==> config.mk <==
export PLATFORM = sky130hd
export DESIGN_NAME = dense_loop_addr_gen_flat
export DESIGN_NICKNAME = d
export VERILOG_FILES = /design/src/rtl/dense_loop_addr_gen_if.sv /design/src/rtl/dense_loop_addr_gen.sv /design/src/flat_wrapper.sv
export SDC_FILE = /design/constraint.sdc
export NUM_CORES = 1
export LEC_CHECK = 0
export CAP_MARGIN = 20
export CORE_AREA = 2 2 281 283
export DETAILED_ROUTE_END_ITERATION = 12
export DIE_AREA = 0 0 283 285
export PLACE_DENSITY_LB_ADDON = 0.08
export SETUP_SLACK_MARGIN = 0.1
export SLEW_MARGIN = 20
export SYNTH_ARGS = -nofsm -noshare
export SYNTH_HDL_FRONTEND = slang
export SYNTH_SLANG_ARGS = --single-unit
export TNS_END_PERCENT = 10
==> constraint.sdc <==
create_clock -name clk_in -period 3.83 [get_ports clk_in]
set_input_delay 0.766 -clock clk_in [delete_from_list [all_inputs] [get_ports clk_in]]
set_output_delay 0.766 -clock clk_in [all_outputs]
set_load 0.02 [all_outputs]
==> src/rtl/dense_loop_addr_gen_if.sv <==
// ---------------------------------------------------------------------------
// dense_loop_addr_gen_if
// Handshake and address bus between the dense-layer sequencer (master) and
// the dense loop address generator (slave).
//
// Signals:
//   start_ready_in        sequencer -> generator  latch config, restart loop
//   next_ready_in         sequencer -> generator  request first/next tuple
//   input_base_addr_in    sequencer -> generator  input activation base
//   weight_base_addr_in   sequencer -> generator  weight matrix base [m][k]
//   output_base_addr_in   sequencer -> generator  output/bias base
//   m_size_in             sequencer -> generator  number of outputs
//   chw_size_in           sequencer -> generator  reduction length
//   n_size_in             sequencer -> generator  batch size
//   input_addr_out        generator -> sequencer  current input address
//   weight_addr_out       generator -> sequencer  current weight address
//   output_addr_out       generator -> sequencer  current output address
//   k_last_out            generator -> sequencer  tuple is last of its row
//   ready_out             generator -> sequencer  tuple valid, not consumed
//   done_out              generator -> sequencer  whole loop consumed
// ---------------------------------------------------------------------------
interface dense_loop_addr_gen_if #(
   parameter int ADDR_BITS = 32,
   parameter int SIZE_BITS = 10
);
   logic                 start_ready_in;
   logic                 next_ready_in;
   logic [ADDR_BITS-1:0] input_base_addr_in;
   logic [ADDR_BITS-1:0] weight_base_addr_in;
   logic [ADDR_BITS-1:0] output_base_addr_in;
   logic [SIZE_BITS-1:0] m_size_in;
   logic [SIZE_BITS-1:0] chw_size_in;
   logic [SIZE_BITS-1:0] n_size_in;
   logic [ADDR_BITS-1:0] input_addr_out;
   logic [ADDR_BITS-1:0] weight_addr_out;
   logic [ADDR_BITS-1:0] output_addr_out;
   logic                 k_last_out;
   logic                 ready_out;
   logic                 done_out;

   // The sequencer drives requests and configuration, observes the tuple
   modport master (
      output start_ready_in, next_ready_in,
      output input_base_addr_in, weight_base_addr_in, output_base_addr_in,
      output m_size_in, chw_size_in, n_size_in,
      input  input_addr_out, weight_addr_out, output_addr_out,
      input  k_last_out, ready_out, done_out
   );

   // The address generator consumes requests and configuration, drives the tuple
   modport slave (
      input  start_ready_in, next_ready_in,
      input  input_base_addr_in, weight_base_addr_in, output_base_addr_in,
      input  m_size_in, chw_size_in, n_size_in,
      output input_addr_out, weight_addr_out, output_addr_out,
      output k_last_out, ready_out, done_out
   );
endinterface

==> src/rtl/dense_loop_addr_gen.sv <==
// ---------------------------------------------------------------------------
// dense_loop_addr_gen
// Walks the dense-layer iteration space (batch n, then output m, then
// reduction k) and presents one (input, weight, output) BRAM address tuple
// per request. Addresses are built from running offsets, so no multiplier
// is needed.
//
// Ports:
//   clk_in   single clock
//   rst_in   asynchronous, active-low reset
//   bus      dense_loop_addr_gen_if.slave (handshake, config, tuple outputs)
// ---------------------------------------------------------------------------
module dense_loop_addr_gen #(
   parameter int ADDR_BITS = 32,
   parameter int SIZE_BITS = 10
) (
   input logic                  clk_in,
   input logic                  rst_in,
   dense_loop_addr_gen_if.slave bus
);

   typedef enum logic [2:0] {IDLE, ARMED, FETCH, PRESENT, DONE} state_t;

   state_t state;
   state_t state_next;

   logic [ADDR_BITS-1:0] input_base;
   logic [ADDR_BITS-1:0] weight_base;
   logic [ADDR_BITS-1:0] output_base;
   logic [SIZE_BITS-1:0] m_size;
   logic [SIZE_BITS-1:0] chw_size;
   logic [SIZE_BITS-1:0] n_size;

   logic [SIZE_BITS-1:0] k_cnt;
   logic [SIZE_BITS-1:0] m_cnt;
   logic [SIZE_BITS-1:0] n_cnt;
   logic [ADDR_BITS-1:0] in_off;
   logic [ADDR_BITS-1:0] row_base;
   logic [ADDR_BITS-1:0] w_off;
   logic [ADDR_BITS-1:0] out_off;
   logic                 exhausted;

   logic [ADDR_BITS-1:0] input_addr;
   logic [ADDR_BITS-1:0] weight_addr;
   logic [ADDR_BITS-1:0] output_addr;
   logic                 k_last;
   logic                 ready;
   logic                 done;

   logic                 latch_cfg;
   logic                 load_tuple;
   logic                 finish;
   logic                 advance;

   logic                 zero_cfg;
   logic [ADDR_BITS-1:0] chw_ext;
   logic                 m_last;
   logic                 n_last;

   assign zero_cfg = (m_size == '0) || (chw_size == '0) || (n_size == '0);
   assign chw_ext  = {{(ADDR_BITS-SIZE_BITS){1'b0}}, chw_size};
   assign m_last   = (m_cnt == m_size - SIZE_BITS'(1));
   assign n_last   = (n_cnt == n_size - SIZE_BITS'(1));

   // State register; reset drops straight back to IDLE
   always_ff @(posedge clk_in or negedge rst_in) begin
      if (!rst_in) begin
         state <= IDLE;
      end else begin
         state <= state_next;
      end
   end

   // Next-state and datapath strobes. A start request overrides everything,
   // including a pending next, so a running loop can always be aborted.
   always_comb begin
      state_next = state;
      latch_cfg  = 1'b0;
      load_tuple = 1'b0;
      finish     = 1'b0;
      advance    = 1'b0;
      if (bus.start_ready_in) begin
         latch_cfg  = 1'b1;
         state_next = bus.next_ready_in ? FETCH : ARMED;
      end else begin
         case (state)
            IDLE: state_next = IDLE;
            ARMED: begin
               if (bus.next_ready_in) begin
                  state_next = FETCH;
               end
            end
            FETCH: begin
               if (zero_cfg || exhausted) begin
                  finish     = 1'b1;
                  state_next = DONE;
               end else begin
                  load_tuple = 1'b1;
                  state_next = PRESENT;
               end
            end
            PRESENT: begin
               if (bus.next_ready_in) begin
                  advance    = 1'b1;
                  state_next = FETCH;
               end
            end
            DONE: state_next = DONE;
            default: state_next = IDLE;
         endcase
      end
   end

   // Config, loop counters, running offsets and the registered tuple.
   // The input offset rewinds to row_base at the end of each m row and
   // jumps a full row at the end of a batch; the weight offset only rewinds
   // at a batch boundary; the output offset never rewinds. The exhausted
   // flag is set when n wraps so FETCH only tests a single register.
   always_ff @(posedge clk_in or negedge rst_in) begin
      if (!rst_in) begin
         input_base  <= '0;
         weight_base <= '0;
         output_base <= '0;
         m_size      <= '0;
         chw_size    <= '0;
         n_size      <= '0;
         k_cnt       <= '0;
         m_cnt       <= '0;
         n_cnt       <= '0;
         in_off      <= '0;
         row_base    <= '0;
         w_off       <= '0;
         out_off     <= '0;
         exhausted   <= 1'b0;
         input_addr  <= '0;
         weight_addr <= '0;
         output_addr <= '0;
         k_last      <= 1'b0;
         ready       <= 1'b0;
         done        <= 1'b0;
      end else if (latch_cfg) begin
         input_base  <= bus.input_base_addr_in;
         weight_base <= bus.weight_base_addr_in;
         output_base <= bus.output_base_addr_in;
         m_size      <= bus.m_size_in;
         chw_size    <= bus.chw_size_in;
         n_size      <= bus.n_size_in;
         k_cnt       <= '0;
         m_cnt       <= '0;
         n_cnt       <= '0;
         in_off      <= '0;
         row_base    <= '0;
         w_off       <= '0;
         out_off     <= '0;
         exhausted   <= 1'b0;
         ready       <= 1'b0;
         done        <= 1'b0;
      end else begin
         if (load_tuple) begin
            input_addr  <= input_base + in_off;
            weight_addr <= weight_base + w_off;
            output_addr <= output_base + out_off;
            k_last      <= (k_cnt == chw_size - SIZE_BITS'(1));
            ready       <= 1'b1;
         end
         if (finish) begin
            done  <= 1'b1;
            ready <= 1'b0;
         end
         if (advance) begin
            ready <= 1'b0;
            if (!k_last) begin
               k_cnt  <= k_cnt + SIZE_BITS'(1);
               in_off <= in_off + ADDR_BITS'(1);
               w_off  <= w_off + ADDR_BITS'(1);
            end else begin
               k_cnt   <= '0;
               out_off <= out_off + ADDR_BITS'(1);
               if (!m_last) begin
                  m_cnt  <= m_cnt + SIZE_BITS'(1);
                  in_off <= row_base;
                  w_off  <= w_off + ADDR_BITS'(1);
               end else begin
                  m_cnt <= '0;
                  w_off <= '0;
                  if (!n_last) begin
                     n_cnt    <= n_cnt + SIZE_BITS'(1);
                     row_base <= row_base + chw_ext;
                     in_off   <= row_base + chw_ext;
                  end else begin
                     n_cnt     <= '0;
                     exhausted <= 1'b1;
                  end
               end
            end
         end
      end
   end

   assign bus.input_addr_out  = input_addr;
   assign bus.weight_addr_out = weight_addr;
   assign bus.output_addr_out = output_addr;
   assign bus.k_last_out      = k_last;
   assign bus.ready_out       = ready;
   assign bus.done_out        = done;

endmodule
==> src/flat_wrapper.sv <==
// flat-port wrapper written by rule: the top's interface ports become plain ports
module dense_loop_addr_gen_flat 
#(
   parameter int ADDR_BITS = 32,
   parameter int SIZE_BITS = 10
)
  (clk_in, rst_in, bus_start_ready_in, bus_next_ready_in, bus_input_base_addr_in, bus_weight_base_addr_in, bus_output_base_addr_in, bus_m_size_in, bus_chw_size_in, bus_n_size_in, bus_input_addr_out, bus_weight_addr_out, bus_output_addr_out, bus_k_last_out, bus_ready_out, bus_done_out);
  dense_loop_addr_gen_if #(.ADDR_BITS(ADDR_BITS), .SIZE_BITS(SIZE_BITS)) bus_i ();
  input logic clk_in;
  input logic rst_in;
  input wire logic [$bits(bus_i.start_ready_in)-1:0] bus_start_ready_in;
  input wire logic [$bits(bus_i.next_ready_in)-1:0] bus_next_ready_in;
  input wire logic [$bits(bus_i.input_base_addr_in)-1:0] bus_input_base_addr_in;
  input wire logic [$bits(bus_i.weight_base_addr_in)-1:0] bus_weight_base_addr_in;
  input wire logic [$bits(bus_i.output_base_addr_in)-1:0] bus_output_base_addr_in;
  input wire logic [$bits(bus_i.m_size_in)-1:0] bus_m_size_in;
  input wire logic [$bits(bus_i.chw_size_in)-1:0] bus_chw_size_in;
  input wire logic [$bits(bus_i.n_size_in)-1:0] bus_n_size_in;
  output wire logic [$bits(bus_i.input_addr_out)-1:0] bus_input_addr_out;
  output wire logic [$bits(bus_i.weight_addr_out)-1:0] bus_weight_addr_out;
  output wire logic [$bits(bus_i.output_addr_out)-1:0] bus_output_addr_out;
  output wire logic [$bits(bus_i.k_last_out)-1:0] bus_k_last_out;
  output wire logic [$bits(bus_i.ready_out)-1:0] bus_ready_out;
  output wire logic [$bits(bus_i.done_out)-1:0] bus_done_out;
  assign bus_i.start_ready_in = bus_start_ready_in;
  assign bus_i.next_ready_in = bus_next_ready_in;
  assign bus_i.input_base_addr_in = bus_input_base_addr_in;
  assign bus_i.weight_base_addr_in = bus_weight_base_addr_in;
  assign bus_i.output_base_addr_in = bus_output_base_addr_in;
  assign bus_i.m_size_in = bus_m_size_in;
  assign bus_i.chw_size_in = bus_chw_size_in;
  assign bus_i.n_size_in = bus_n_size_in;
  assign bus_input_addr_out = bus_i.input_addr_out;
  assign bus_weight_addr_out = bus_i.weight_addr_out;
  assign bus_output_addr_out = bus_i.output_addr_out;
  assign bus_k_last_out = bus_i.k_last_out;
  assign bus_ready_out = bus_i.ready_out;
  assign bus_done_out = bus_i.done_out;
  dense_loop_addr_gen #(.ADDR_BITS(ADDR_BITS), .SIZE_BITS(SIZE_BITS)) u_core (.clk_in(clk_in), .rst_in(rst_in), .bus(bus_i));
endmodule
# Word level (Yosys, flattened, before mapping)
# Index checks and enable logic that the tools add are counted.
[classes] addsub=13 n_eq_ne=10 mux=54 bitwise_logic=1 reduce_logical=19
[ops] cell="$mux W32" n=16
[ops] cell="$mux W10" n=12
[ops] cell="$add A32 B1 Y32 const B" n=3
[ops] cell="$add A32 B32 Y32" n=3
[ops] cell="$add A32 B10 Y32" n=1
[ops] cell="$add A10 B1 Y10 const B" n=3
[ops] cell="$eq A10 B10 Y1" n=3
[ops] cell="$logic_not A10 Y1" n=3
[ops] cell="$sub A10 B1 Y10 const B" n=3
[ops] cell="$mux W1" n=21
[ops] cell="$reduce_bool A2 Y1" n=5
[ops] cell="$mux W3" n=3
[ops] cell="$pmux W3 S3" n=1
[ops] cell="$reduce_and A4 Y1" n=2
[ops] cell="$eq A3 B2 Y1 const B" n=2
[ops] cell="$reduce_and A2 Y1" n=3
[ops] cell="$ne A4 B4 Y1 const B" n=1
[ops] cell="$reduce_bool A4 Y1" n=1
[ops] cell="$eq A3 B1 Y1 const B" n=1
[ops] cell="$eq A3 B3 Y1 const B" n=1
[ops] cell="$logic_or A1 B1 Y1" n=3
[ops] cell="$ne A3 B1 Y1 const B" n=1
[ops] cell="$reduce_and A3 Y1" n=1
[ops] cell="$mux W2" n=1
[ops] cell="3 further kinds" n=3
[totals] reg_bits=387 input_bits=130 elab_cells=118

# Longest topological paths before layout
# Gate-level depths: netlist of the first run.
[depth] word_depth=11 mapped_depth=13 depth_no_buf=11

# Worst setup path after synthesis of the first run
# OpenSTA, ideal clock, no wires.
[synth_path] kind="reg-to-reg" startpoint="register u_core.m_size[3]" endpoint="register u_core.in_off[24]" setup_ns=0.120 arrival_time_ns=3.126 t_required_ns=3.710 slack_ns=0.584 stages_incl_launch_ff=11 path_cell_list="dfrtp_1 or4_4 or3_1 a2111oi_2 nand4_1 or2_1 buf_6 o31a_1 buf_2 a32o_1 a31o_1"
[synth_via] elab_chain_len=6 word_cells_on_any_way=8 cone_classes="add/sub: 1; eq/ne: 2; mux: 4; reduce/logical: 1"
[synth_lines] item="from (decl)" line_no="dense_loop_addr_gen.sv:30" text="logic [SIZE_BITS-1:0] m_size;"
[synth_lines] item="from (signal assigned)" line_no="dense_loop_addr_gen.sv:145" text="m_size <= bus.m_size_in;"
[synth_lines] item="$sub A10 B1 Y10 (*)" line_no="dense_loop_addr_gen.sv:62" text="assign m_last = (m_cnt == m_size - SIZE_BITS'(1));"
[synth_lines] item="$eq A10 B10 Y1 (*)" line_no="dense_loop_addr_gen.sv:62"
[synth_lines] item="$mux W32" line_no="dense_loop_addr_gen.sv:179" text="if (!m_last) begin"
[synth_lines] item="$mux W32" line_no="dense_loop_addr_gen.sv:172" text="if (!k_last) begin"
[synth_lines] item="$mux W32" line_no="dense_loop_addr_gen.sv:170" text="if (advance) begin"
[synth_lines] item="$mux W32" line_no="dense_loop_addr_gen.sv:141" text="end else if (latch_cfg) begin"
[synth_lines] item="to (signal assigned)" line_no="dense_loop_addr_gen.sv:174" text="in_off <= in_off + ADDR_BITS'(1);"
[synth_lines] item="to (signal assigned)" line_no="dense_loop_addr_gen.sv:181" text="in_off <= row_base;"
[synth_lines] item="to (signal assigned)" line_no="dense_loop_addr_gen.sv:189" text="in_off <= row_base + chw_ext;"
[synth_lines] item="to (decl)" line_no="dense_loop_addr_gen.sv:37" text="logic [ADDR_BITS-1:0] in_off;"
# Every way passes the cells marked *; elsewhere a longest branch is shown, timed or not. The select of a mux whose other input is x is not followed.
# A chain may end at the register's enable or synchronous reset.

# Worst setup path in the final report of the first run
[layout_path] startpoint="register u_core.m_size[3]" endpoint="register u_core.in_off[23]"
# The elaborated chain is that of the path after synthesis.

==> results of run 1 <==
[cell type report]
| type | instances | area [sq um] | share of cell area [%] |
|---|---|---|---|
| inverter | 56 | 210.2 | 0.7336 |
| multi-input combinational | 1894 | 12760 | 44.52 |
| tap | 1050 | 1314 | 4.585 |
| clock inverter | 16 | 205.2 | 0.7162 |
| timing repair buffer | 288 | 2867 | 10.00 |
| clock buffer | 77 | 1617 | 5.642 |
| sequential | 387 | 9684 | 33.80 |
[routing by layer]
| metal | track usage, % | wire length (microns) |
|---|---|---|
| met4 | 4.348 | 1354 |
| met5 | 0 | 10 |
| met2 | 28.28 | 32770 |
| met3 | 2.504 | 2557 |
| met1 | 23.54 | 33240 |
[sequential cells by signal, summed over array words and instances, names as in the netlist, 3 cells and up]
name	flops
u_core.m_cnt	10
u_core.state	3
u_core.chw_size	10
u_core.out_off	32
u_core.k_cnt	10
u_core.w_off	32
u_core.input_base	32
u_core.weight_base	32
u_core.row_base	32
u_core.in_off	32
u_core.m_size	10
u_core.bus.weight_addr_out	32
u_core.bus.output_addr_out	32
u_core.bus.input_addr_out	32
u_core.n_cnt	10
u_core.n_size	10
u_core.output_base	32
[cells in the final DEF, fill, tap and decap left out, drive strengths merged, types with 96 or more instances in the layout]
cell type,count
mux2,124
a21oi,114
nand2,293
o21ai,205
nor2,160
clkdlybuf4s50,226
xnor2,103
dfrtp,387
ha,114
xor2,96
[power by group through the flow]
| stage | clock network [mW] | registers [mW] | logic (mW) |
|---|---|---|---|
| 3_5_place_dp | 0 | 5.02 | 2.69 |
| 3_3_place_gp | 0 | 5.01 | 2.67 |
| 6_report | 5.14 | 4.93 | 2.65 |
| 5_1_grt | 5.49 | 5.00 | 2.89 |
| 2_1_floorplan | 0 | 5.31 | 0.959 |
| 4_1_cts | 5.33 | 4.95 | 2.70 |
[kinds of logic (layout without fill, tap and decap cells)]
group | Yosys count | count (layout) | share of synthesized area (%)
XOR/XNOR | 199 | 199 | 7.569
flip-flops | 387 | 387 | 42.05
AND/OR/NAND/NOR | 823 | 823 | 17.19
adder cells (fa/ha/maj) | 118 | 118 | 6.542
buffers and inverters | 162 | 437 | 2.728
multiplexers | 133 | 133 | 6.455
AO/OA/AOI/OAI | 621 | 621 | 17.47
[synthesized netlist by cell type (all sizes together) (19+ instances only)]
cell    number
a21o        53
a21oi      114
a22o        22
a31oi       26
and2        20
and3        42
clkbuf      91
dfrtp      387
ha         114
inv         56
mux2       124
nand2      293
nand3       78
nand4       55
nor2       160
nor3        56
o21ai      205
o21bai      21
o31ai       29
or3         19
xnor2      103
xor2        96
[how the worst max path moves through the flow]
stage,cells past startpoint,startpoint,slack (ns),end
global placement,8,u_core.m_size[3]$_DFFE_PN0P_,0.29,u_core.in_off[23]$_DFFE_PN0P_
global route,8,u_core.m_size[0]$_DFFE_PN0P_,0.1,u_core.in_off[31]$_DFFE_PN0P_
finish,8,u_core.m_size[3]$_DFFE_PN0P_,0.28,u_core.in_off[23]$_DFFE_PN0P_
detailed placement,8,u_core.m_size[3]$_DFFE_PN0P_,0.25,u_core.in_off[23]$_DFFE_PN0P_
CTS,8,u_core.m_size[3]$_DFFE_PN0P_,0.25,u_core.in_off[23]$_DFFE_PN0P_
floorplan,10,u_core.m_size[3]$_DFFE_PN0P_,0.58,u_core.in_off[24]$_DFFE_PN0P_
[stage by stage]
stage / utilization, % / hold slack, ns / area (sq um) / instances
2_1_floorplan: - / 0.4603 / 23030 / 2443
6_report: 36.75 / 0.09000 / 28650 / 3768
3_3_place_gp: 34.40 / 0.4626 / 26820 / 3675
3_5_place_dp: 34.41 / 0.4703 / 26830 / 3675
5_1_grt: 36.75 / 0.09806 / 28650 / 3768
4_1_cts: 36.74 / 0.07767 / 28650 / 3768
[timing repair]
item	CTS	global route
gates resized for setup	0	1
setup endpoints to repair	0	8
endpoints found under the hold margin	0	0
==> flow_summary_export.csv, run 1 <==
group,metric,value,unit
outcome,outcome,"completed",
routing,drt-total-wl,69.94,mm
routing,drtIter0Drc,965,
critical_path,crit_type,"register to register",
routing,via_count,19108,
routing,final_antenna_net_count,0,
critical_path,reg2reg_to,"u_core.in_off[23]$_DFFE_PN0P_",
power,p_leak,12.31,nW
layout,fill_cells,7921,
global_route,grtUsageTotal,17.14,%
power,p_clk_share,40.4,%
sta,hold_violations,0,
synthesis,netlist.area_leader.share,42.05,%
sta,relSlewSlack,27.59,%
global_route,antenna_found_initial,2,
clock_tree,post_cts_buffers,0,
power,power_density,443.9,nW/um^2
routing,routedWlPerCell,18.56,microns
critical_path,reg2regPathDepth,8,
floorplanning,initial_core_util,29.54,%
floorplanning,pin_count,229,
synthesis,syn_area_per_cell,9.426,sq um
placed_design,io_buffers,228,
clock_tree,clkSlewWorstSetupHoldPaths,0.06,ns
global_route,grt_overflow,0,
critical_path,max_stage_delay,0.55,ns
placed_design,place_congestion,0.8141,
floorplanning,dieWidth,283,microns
clock_tree,cts.sinks,387,
synthesis,synth.area.top_cells,"dfrtp_1 (42%), ha_1 (6.2%), mux2_2 (6.1%)",
sta,tightest_slew,1.072,ns
critical_path,required,4.28,ns
clock_tree,cts_inserted_buffers,50,
critical_path,r2r_start,"u_core.m_size[3]$_DFFE_PN0P_",
floorplanning,die_area,80660,sq um
floorplanning,floorplan.core_area,77970,sq um
synthesis,yosysTopAreaCell,"dfrtp_1",
critical_path,crit_buf_inv,0,
critical_path,worstSetupEndpointType,"register",
power,power,12.72,mW
power,cell_internal_pwr,9.013,mW
synthesis,synth_ff_type,"dfrtp_1",
power,comb_power_share,20.8,%
critical_path,path_cells,"or4_4, or3_1, a2111oi_2, nand4_1, or2_1, o31a_1, nand2_1, o221ai_1",
global_route,grt_pass1_vias,19083,
critical_path,cp_slowest_cell,"or4_4",
synthesis,synth_seq_cells,387,
placed_design,dp_slack,0.2531,ns
sta,postLayoutSetupSlackWorst,0.2821,ns
synthesis,netlist_area,23030,sq um
sta,fin_tns_setup,0,ns
hold_path,hold_path.class,"input pin to asynchronous set/reset pin",
routing,drc,0,
critical_path,path_max_fanout,19,
layout,drive_above_1_share,11.22,%
synthesis,ys_seq_area_share,42.05,%
sta,fin_skew,0.01627,ns
global_route,grt_pass1_wl,110.9,mm
floorplanning,core.rowCount,103,
power,peakVddDrop,0.2857,mV
sta,max_freq,281.9,MHz
sta,rsz0062_at_grt,"true",
synthesis,yosysWarningCount,0,
routing,avgViaCountPerCell,5.071,
global_route,grt_start_max_net_pins,97,
layout,nNetsFinal,2925,
sta,period_needed,3.548,ns
synthesis,synth-edff-count,0,
clock_tree,cts_tree,"done",
power,seqPwrFrac,38.8,%
clock_tree,clock_latency,0.60,ns
clock_tree,cts_max_level,2,
job,cap_violations,0,
clock_tree,cts_hold_buf,0,
critical_path,cp-start-kind,"register",
routing,first_pass_iters,7,
synthesis,syn-instance-count,2443,
synthesis,synthDistinctLibCells,77,
critical_path,r2r_slack,0.28,ns
synthesis,syn_nets,2691,
synthesis,async_reset_ff_share,100.0,%
placed_design,dp_hpwl,51.60,mm
sta,drv_slew,0,
layout,area_delta_synth_final,24.42,%
sta,finalSetupViolations,0,
power,switchingPower,3.706,mW
clock_tree,cts_root_buffer,"clkbuf_16",
critical_path,crit_family,"simple AND/OR/NAND/NOR gates",
critical_path,worstPathArrival,4.00,ns
clock_tree,cts_buffer_depth,3,
floorplanning,die_y,285,microns
layout,diodes,0,
power,swShare,29.14,%
sta,fin_crit_sh,92.63,%
(Power assumes the default switching activity.)
==> inputs of run 2 (changes only) <==
--- a/config.mk
+++ b/config.mk
@@ -6,9 +6,9 @@
 export NUM_CORES = 1
 export LEC_CHECK = 0
 export CAP_MARGIN = 20
-export CORE_AREA = 2 2 281 283
+export CORE_AREA = 10 10 289 291
 export DETAILED_ROUTE_END_ITERATION = 12
-export DIE_AREA = 0 0 283 285
+export DIE_AREA = 0 0 299 301
 export PLACE_DENSITY_LB_ADDON = 0.08
 export SETUP_SLACK_MARGIN = 0.1
 export SLEW_MARGIN = 20
==> run 2 against run 1 <==
Effect of this change: clock-buffer cell count fell by 8; worst hold slack improved by 0.091 ns; largest power group is now registers; via count rose by 0.45%; sequential share of layout area rose by 0.16 points; critical endpoint is now u_core.bus.output_addr_out[30]$_DFFE_PN0P_; combinational power barely moved; critical path depth rose by 2; first-iteration DRC count rose by 11%; global-route usage fell by 1.2 points; fmax fell by 0.26%; power fell by 1.9%; flip-flop and latch count did not move; utilization rose by 0.13 points.
==> flow_summary_export.csv, run 2 (same netlist as run 1, synthesis figures left out) <==
group,metric,value,unit
critical_path,path_cells,"ha_1, fa_1, a211oi_1, o21ai_0, a21oi_1, o211ai_1, a41oi_1, o22ai_1, or4_1, nand3_1",
job,cap_violations,0,
critical_path,path_max_fanout,5,
routing,drtIter0Drc,1068,
sta,relSlewSlack,32.12,%
sta,fin_skew,0.02167,ns
routing,drt-total-wl,73.10,mm
placed_design,dp_hpwl,54.57,mm
routing,final_antenna_net_count,0,
critical_path,worstPathArrival,4.09,ns
sta,period_needed,3.557,ns
floorplanning,core.rowCount,102,
floorplanning,die_y,301,microns
sta,fin_crit_sh,92.88,%
sta,fin_tns_setup,0,ns
placed_design,place_area,26820,sq um
clock_tree,cts_buffer_depth,3,
clock_tree,cts.sinks,387,
floorplanning,pin_count,229,
placed_design,dp_cells,3664,
critical_path,crit_type,"register to register",
sta,tightest_slew,1.017,ns
floorplanning,floorplan.core_area,77340,sq um
sta,max_freq,281.1,MHz
sta,rsz0062_at_grt,"true",
critical_path,r2r_slack,0.27,ns
sta,finalSetupViolations,0,
clock_tree,cts_tree,"done",
sta,drv_slew,0,
outcome,outcome,"completed",
clock_tree,cts_inserted_buffers,50,
critical_path,cp-start-kind,"register",
global_route,grtUsageTotal,15.97,%
layout,area_delta_synth_final,23.84,%
floorplanning,dieWidth,299,microns
layout,nNetsFinal,2924,
floorplanning,die_area,90000,sq um
routing,drc,0,
layout,final_cell_count_no_fill,3755,
layout,diodes,0,
hold_path,hold_path.class,"input pin to asynchronous set/reset pin",
global_route,grt_pass1_wl,116.0,mm
routing,avgViaCountPerCell,5.112,
power,power,12.48,mW
power,p_leak,12.23,nW
routing,routedWlPerCell,19.47,microns
placed_design,io_buffers,228,
clock_tree,cts_max_level,2,
global_route,grt_pass1_vias,19810,
floorplanning,initial_core_util,29.78,%
layout,postLayoutCellArea,28520,sq um
critical_path,worstSetupEndpointType,"register",
critical_path,cp_slowest_cell,"a41oi_1",
sta,hold_violations,0,
clock_tree,cts_root_buffer,"clkbuf_16",
critical_path,max_stage_delay,0.48,ns
critical_path,required,4.36,ns
routing,first_pass_iters,5,
routing,via_count,19194,
power,peakVddDrop,0.2755,mV
layout,drive_above_1_share,10.98,%
power,power_density,437.5,nW/um^2
placed_design,place_congestion,0.8350,
global_route,grt_overflow,0,
layout,most-common-layout-cells,"dfrtp_1 (387), nand2_1 (293), clkdlybuf4s50_1 (226)",
global_route,grt_start_max_net_pins,105,
clock_tree,clock_latency,0.60,ns
clock_tree,clkSlewWorstSetupHoldPaths,0.06,ns
layout,layout_commonest_cell,"dfrtp_1",
global_route,antenna_found_initial,1,
[run 2: cell count changes in the layout (fill, tap and decap cells not counted), sizes merged]
| cell | previous run | this run |
|---|---|---|
| clkinv | 11 | 14 |
| clkinvlp | 0 | 1 |
| inv | 56 | 58 |
| clkbuf | 78 | 70 |
| buf | 61 | 60 |
[run 2: path summary, 6_finish.rpt]
path / endpoint / from / cells after the start
setup / recovery: u_core.bus.output_addr_out[30]$_DFFE_PN0P_ / u_core.out_off[0]$_DFFE_PN0P_ / 10
hold / removal: u_core.in_off[18]$_DFFE_PN0P_ / rst_in / 1
setup reg to reg: u_core.bus.output_addr_out[30]$_DFFE_PN0P_ / u_core.out_off[0]$_DFFE_PN0P_ / 10
hold reg to reg: u_core.bus.weight_addr_out[26]$_DFFE_PN0P_ / u_core.bus.weight_addr_out[26]$_DFFE_PN0P_ / 2
max in group asynchronous: u_core.bus.output_addr_out[14]$_DFFE_PN0P_ / rst_in / 2
min in group clk_in: u_core.bus.weight_addr_out[26]$_DFFE_PN0P_ / u_core.bus.weight_addr_out[26]$_DFFE_PN0P_ / 2
[run 2: critical path, delay by kind of cell (launching register included)]
| family | cells | cell delay, ns |
|---|---|---|
| AOI/OAI and AO/OA | 6 | 1.78 |
| DFF | 1 | 0.43 |
| and+or+nand+nor | 2 | 0.57 |
| adders and majority gates | 2 | 0.70 |
[run 2: report_power, final]
group          internal, mW  total (mW)  switching, mW
registers              4.57        4.95          0.383
clock network          2.96        4.88           1.92
logic                  1.23        2.64           1.41
total                  8.76        12.5           3.72
[run 2: area by class of cell]
type | count | area, sq um
Inverter | 56 | 210.2
Timing Repair Buffer | 287 | 2872
Multi-Input combinational cell | 1894 | 12750
Clock inverter | 22 | 256.5
Clock buffer | 69 | 1443
Tap cell | 1040 | 1301
Fill cell | 7835 | 48820
Sequential cell | 387 | 9684
[run 2: metal layers]
metal | global-route usage (%) | share of wire, % | routed length (microns)
met2 | 27.54 | 48 | 35370
met1 | 20.53 | 46 | 33520
met5 | 0 | 0 | 0
met3 | 2.393 | 3.3 | 2440
met4 | 4.346 | 2.4 | 1769
[run 2: what timing repair did]
action / CTS / global route
hold endpoints to repair: 0 / 0
hold buffers: 0 / 0
setup buffers: 0 / 0
setup endpoints to repair: 0 / 9
gates resized for setup: 0 / 1
[run 2: metrics by stage]
stage	hold slack, ns	setup WS (ns)	utilization, %
2_1_floorplan	0.4603	0.5844	-
3_3_place_gp	0.4681	0.2955	34.67
3_5_place_dp	0.4706	0.2844	34.67
4_1_cts	0.1832	0.2698	36.87
5_1_grt	0.2039	0.01113	36.87
6_report	0.1807	0.2727	36.87
